File: src/rtl/div_unit_if.sv
// Operand/result bundle between EX control (master) and the iterative divider (slave).
interface div_unit_if #(
    parameter int WIDTH = 32
) ();
    logic                 signed_div_i;
    logic [WIDTH-1:0]     opdata1_i;
    logic [WIDTH-1:0]     opdata2_i;
    logic                 start_i;
    logic                 annul_i;
    logic [2*WIDTH-1:0]   result_o;
    logic                 ready_o;

    modport master (
        output signed_div_i, opdata1_i, opdata2_i, start_i, annul_i,
        input  result_o, ready_o
    );

    modport slave (
        input  signed_div_i, opdata1_i, opdata2_i, start_i, annul_i,
        output result_o, ready_o
    );
endinterface

File: src/rtl/div_unit.sv
// Radix-2 restoring divider for DIV/DIVU: ready WIDTH+2 edges after accept (2 for /0), holds until start_i drops.
// Signed path only when DIV_SIGNED_EN is defined; otherwise every operation is unsigned.
module div_unit #(
    parameter int WIDTH = 32
) (
    input  logic       clk,
    input  logic       rst,
    div_unit_if.slave  bus
);
    localparam int CW = $clog2(WIDTH + 1);

    typedef enum logic [1:0] {FREE, BYZERO, ON, END} state_t;

    state_t               state_q, state_d;
    logic [CW-1:0]        cnt_q, cnt_d;
    logic [2*WIDTH:0]     work_q, work_d;
    logic [WIDTH-1:0]     dvsr_q, dvsr_d;
    logic [2*WIDTH-1:0]   result_q, result_d;
    logic                 ready_q, ready_d;

    logic [WIDTH-1:0]     dvnd_abs, dvsr_abs, quo_fix, rem_fix;
    logic [2*WIDTH:0]     shifted;
    logic [WIDTH+1:0]     trial;

`ifdef DIV_SIGNED_EN
    logic                 quo_neg_q, quo_neg_d, rem_neg_q, rem_neg_d;

    assign dvnd_abs = (bus.signed_div_i && bus.opdata1_i[WIDTH-1]) ? -bus.opdata1_i : bus.opdata1_i;
    assign dvsr_abs = (bus.signed_div_i && bus.opdata2_i[WIDTH-1]) ? -bus.opdata2_i : bus.opdata2_i;
    assign quo_fix  = quo_neg_q ? -work_q[WIDTH-1:0] : work_q[WIDTH-1:0];
    assign rem_fix  = rem_neg_q ? -work_q[2*WIDTH-1:WIDTH] : work_q[2*WIDTH-1:WIDTH];
`else
    logic                 unused_signed;

    assign unused_signed = bus.signed_div_i;
    assign dvnd_abs = bus.opdata1_i;
    assign dvsr_abs = bus.opdata2_i;
    assign quo_fix  = work_q[WIDTH-1:0];
    assign rem_fix  = work_q[2*WIDTH-1:WIDTH];
`endif

    // Partial remainder lives in the upper W+1 bits, quotient bits shift in at the bottom.
    assign shifted = work_q << 1;
    assign trial   = {1'b0, shifted[2*WIDTH:WIDTH]} - {2'b00, dvsr_q};

    always_comb begin
        state_d  = state_q;
        cnt_d    = cnt_q;
        work_d   = work_q;
        dvsr_d   = dvsr_q;
        result_d = result_q;
        ready_d  = ready_q;
`ifdef DIV_SIGNED_EN
        quo_neg_d = quo_neg_q;
        rem_neg_d = rem_neg_q;
`endif
        case (state_q)
            FREE: begin
                ready_d  = 1'b0;
                result_d = '0;
                if (bus.start_i && !bus.annul_i) begin
                    dvsr_d = dvsr_abs;
                    work_d = {{(WIDTH+1){1'b0}}, dvnd_abs};
`ifdef DIV_SIGNED_EN
                    quo_neg_d = bus.signed_div_i & (bus.opdata1_i[WIDTH-1] ^ bus.opdata2_i[WIDTH-1]);
                    rem_neg_d = bus.signed_div_i & bus.opdata1_i[WIDTH-1];
`endif
                    if (bus.opdata2_i == '0) begin
                        state_d = BYZERO;
                    end else begin
                        state_d = ON;
                        cnt_d   = '0;
                    end
                end
            end
            BYZERO: begin
                result_d = '0;
                state_d  = END;
            end
            ON: begin
                if (bus.annul_i) begin
                    state_d = FREE;
                end else if (cnt_q < CW'(WIDTH)) begin
                    work_d = shifted;
                    if (!trial[WIDTH+1]) begin
                        work_d[2*WIDTH:WIDTH] = trial[WIDTH:0];
                        work_d[0]             = 1'b1;
                    end
                    cnt_d = cnt_q + 1'b1;
                end else begin
                    result_d = {rem_fix, quo_fix};
                    state_d  = END;
                end
            end
            END: begin
                if (!bus.start_i) begin
                    state_d  = FREE;
                    ready_d  = 1'b0;
                    result_d = '0;
                end else begin
                    ready_d = 1'b1;
                end
            end
            default: state_d = FREE;
        endcase
    end

    always_ff @(posedge clk) begin
        if (rst) begin
            state_q  <= FREE;
            cnt_q    <= '0;
            work_q   <= '0;
            dvsr_q   <= '0;
            result_q <= '0;
            ready_q  <= 1'b0;
`ifdef DIV_SIGNED_EN
            quo_neg_q <= 1'b0;
            rem_neg_q <= 1'b0;
`endif
        end else begin
            state_q  <= state_d;
            cnt_q    <= cnt_d;
            work_q   <= work_d;
            dvsr_q   <= dvsr_d;
            result_q <= result_d;
            ready_q  <= ready_d;
`ifdef DIV_SIGNED_EN
            quo_neg_q <= quo_neg_d;
            rem_neg_q <= rem_neg_d;
`endif
        end
    end

    assign bus.result_o = result_q;
    assign bus.ready_o  = ready_q;
endmodule
File: src/flat_wrapper.sv
// flat-port wrapper written by rule: the top's interface ports become plain ports
module div_unit_flat 
#(
    parameter int WIDTH = 32
)
  (clk, rst, bus_signed_div_i, bus_opdata1_i, bus_opdata2_i, bus_start_i, bus_annul_i, bus_result_o, bus_ready_o);
  div_unit_if #(.WIDTH(WIDTH)) bus_i ();
  input  logic clk;
  input  logic rst;
  input wire logic [$bits(bus_i.signed_div_i)-1:0] bus_signed_div_i;
  input wire logic [$bits(bus_i.opdata1_i)-1:0] bus_opdata1_i;
  input wire logic [$bits(bus_i.opdata2_i)-1:0] bus_opdata2_i;
  input wire logic [$bits(bus_i.start_i)-1:0] bus_start_i;
  input wire logic [$bits(bus_i.annul_i)-1:0] bus_annul_i;
  output wire logic [$bits(bus_i.result_o)-1:0] bus_result_o;
  output wire logic [$bits(bus_i.ready_o)-1:0] bus_ready_o;
  assign bus_i.signed_div_i = bus_signed_div_i;
  assign bus_i.opdata1_i = bus_opdata1_i;
  assign bus_i.opdata2_i = bus_opdata2_i;
  assign bus_i.start_i = bus_start_i;
  assign bus_i.annul_i = bus_annul_i;
  assign bus_result_o = bus_i.result_o;
  assign bus_ready_o = bus_i.ready_o;
  div_unit #(.WIDTH(WIDTH)) u_core (.clk(clk), .rst(rst), .bus(bus_i));
endmodule
File: config.mk
export PLATFORM = sky130hd
export DESIGN_NAME = div_unit_flat
export DESIGN_NICKNAME = d
export VERILOG_FILES = /design/src/rtl/div_unit_if.sv /design/src/rtl/div_unit.sv /design/src/flat_wrapper.sv
export SDC_FILE = /design/constraint.sdc
export NUM_CORES = 1
export LEC_CHECK = 0
export BUFFER_PORTS_ARGS = -buffer_cell sky130_fd_sc_hd__buf_2
export CAP_MARGIN = 5
export CORE_UTILIZATION = 26
export DETAILED_ROUTE_END_ITERATION = 16
export GPL_ROUTABILITY_DRIVEN = 1
export GPL_TIMING_DRIVEN = 1
export PLACE_DENSITY = 0.44
export SLEW_MARGIN = 30
export SYNTH_ARGS = -nofsm -noshare
export SYNTH_HDL_FRONTEND = slang
export SYNTH_SLANG_ARGS = --single-unit
File: constraint.sdc
create_clock -name clk -period 5.52 [get_ports clk]
set_input_delay 0.552 -clock clk [delete_from_list [all_inputs] [get_ports clk]]
set_output_delay 0.552 -clock clk [all_outputs]
set_load 0.05 [all_outputs]
==> metrics.txt <==
status=complete, no violations; Yosys top cell area share=38.6%; Syn Area/Cell=7.86 um2; footprint of the multi-input gates=0.00492 mm2; cts hold-fix bufs=0; crit share post-route=63.8%; First-pass DRT Iterations=4; cell taking the most area after synthesis=dfxtp_1; Antenna Nets Post-Route=0; Rel. slew slack=34.8%; Die ar.=0.0344 mm2; Seq/Total Area, Yosys=38.6%; share of layout cells above drive strength 1=16.0%; CTS Buffer Depth=2; Crit path max-delay family=compound AO/OA/AOI/OAI gates; core area=0.0329 mm2; die width=186 um; number of CTS-inserted buffers=17; Tightest Pin Transition=0.977 ns; total track usage=15.8%; Core Util, Final=31.5%; IO Count=134; # rows=66; syn_nets=1222; max-cap violations=0; Final #Nets=1300; Largest stage delay, worst path=0.64 ns; kind of critical path=flop to flop; Worst setup SP type=flop; Clock Skews=0.0122 ns; Top FF cell, synth=dfxtp_1; largest net degree at the start of global routing=69; Synth cell types=67; Area contributors post-synth=dfxtp_1, nand2_1, a21oi_1, ha_1, nand3_1; Post-DP HPWL=18900 um; CTS HTree Levels=4; Worst EP required=5.90 ns; Slew Viols, Final=0; worst vdd ir=0.000253 V; Overflow after GRT=0; Buf/Inv on CP=3; RSZ-0062 raised after global routing=no; final setup violating endpoints=0; Clk Latency, worst-skew pair=0.44 ns; vias in the first global route=7915; Final Hold Fails=0; crit path DAT=3.90 ns; Post-CTS Resized=0; die height=186 um; average wire per standard cell=16.0 um; most frequent cell after synthesis=nand2_1; Reg area=0.00338 mm2; area delta synth->final=18.3%; Netlist Area Pre-Place=0.00876 mm2; pwr dens=453 mW/mm2; Final GP Congestion=0.868; number of remaining DRC errors=0; crit path max-delay cell type=nand3b_1; initial antenna violation count=0; post-DR vias/cell=4.90; TritonCTS Sinks=169; Routed WL=26400 um; CP dominant cell by count=inv_1; Starting Density=26.7%; CP max FO=67; list of most frequent post-synthesis cells=nand2_1, dfxtp_1, a21oi_1; CTS tree=done; Yosys warning count=0; Critical Path End Type=flop; first-pass GRT wire length=42500 um; initial DRC count=421; Final min period=3.52 ns; Vias=8082; Leak=3.98 nW; number of enable flip-flop cells after synthesis=0; CP Cell Sequence=inv_1 > ha_4 > inv_1 > o22ai_1 > a211oi_4 > buf_4 > nand3b_1 > a2111oi_0 > a311o_1; clk root buf=clkbuf_16; FF+latch count, synth=169; total power=4.69 mW; Post-CTS Setup Inserts=0; worst min path class=primary input to flop; Mapped Cells=1115; I/O Buffers=132; setup_tns=0 ns; clock-pin slew on the worst setup and hold paths=0.07 ns; fillers=3622; fmax=284 MHz; Post-synth ARST share=0%
==> sequential cells by signal (all words and copies together) (netlist names) <==
register             cells
u_core.bus.ready_o       1
u_core.bus.result_o     64
u_core.cnt_q             6
u_core.dvsr_q           32
u_core.state_q           2
u_core.work_q           64
==> layout make-up <==
class	count	share of cell area, %
sequential	169	32.6
clock inverter	13	1.57
clock buffer	19	4.27
timing repair buffer	142	7.12
antenna	1	0.0241
inverter	45	1.63
multi-input combinational	818	47.4
tap	442	5.33
==> worst reg2reg max path, stage by stage (launching register included) <==
cell       delay (ns)
dfxtp_1          0.39
inv_1            0.11
ha_4             0.32
inv_1            0.32
o22ai_1          0.17
a211oi_4         0.26
buf_4            0.58
nand3b_1         0.67
a2111oi_0        0.48
a311o_1          0.16
==> kinds of logic (layout without fill, tap and decap cells) <==
logic type / after synthesis / after routing / synth area share, %
mux: 33 / 33 / 3.78
xor+xnor: 23 / 23 / 2.30
buf+inv: 128 / 219 / 5.91
flops: 169 / 169 / 38.6
simple gates: 427 / 427 / 21.9
compound gates: 297 / 297 / 22.0
fa+ha+maj: 38 / 38 / 5.51
other cells: 0 / 1 / 0
==> placed cells by master (no fill, tap or decap), types with 3 or more instances in the layout <==
cell,instances
a211o_1,3
a211oi_1,36
a21o_1,11
a21oi_1,134
a31oi_1,7
a32o_1,4
a41oi_1,5
and2_1,6
and3_1,4
buf_2,131
buf_4,11
clkbuf_16,17
dfxtp_1,169
ha_1,36
inv_1,45
inv_6,3
mux2i_1,32
nand2_1,198
nand2b_1,3
nand3_1,78
nand4_1,25
nor2_1,61
nor2b_1,5
nor3_1,19
nor4_1,8
o211ai_1,24
o21a_1,6
o21ai_0,25
o31ai_1,12
or3_1,5
xnor2_1,12
xor2_1,11
==> through the flow <==
stage | hold slack [ns] | area [um2] | worst slack [ns] | std cells
floorplan | 0.436 | 8760 | 2.82 | 1115
global placement | 0.437 | 9750 | 1.86 | 1616
detailed placement | 0.441 | 9750 | 1.99 | 1616
CTS | 0.340 | 10400 | 1.96 | 1648
global route | 0.351 | 10400 | 1.69 | 1648
finish | 0.366 | 10400 | 2.00 | 1649
==> power by group <==
part           internal [mW]  switching (mW)  total (mW)  leakage (nW)
sequential              1.36           0.101        1.46          1.37
combinational          0.651            1.34        1.99          2.31
clock                  0.694           0.556        1.25         0.291
total                   2.70            1.99        4.69          3.98
==> final timing paths <==
check | from | endpoint | slack, ns | cells past startpoint
min | bus_opdata2_i[9] | u_core.dvsr_q[9] | 0.37 | 3
min reg2reg | u_core.bus.result_o[48] | u_core.bus.result_o[48] | 0.45 | 2
max reg2reg | u_core.state_q[0] | u_core.work_q[56] | 2.00 | 9
max | u_core.state_q[0] | u_core.work_q[56] | 2.00 | 9
==> per-layer routing <==
layer  share of wire, %  up-vias  track usage [%]
met5                  0        -                0
met4                1.2        0             4.30
met3                4.5       19             3.83
met2                 49      150             27.5
met1                 45     3807             19.2
li1                   -     4106                -
Power figures use the tool's default switching activity.
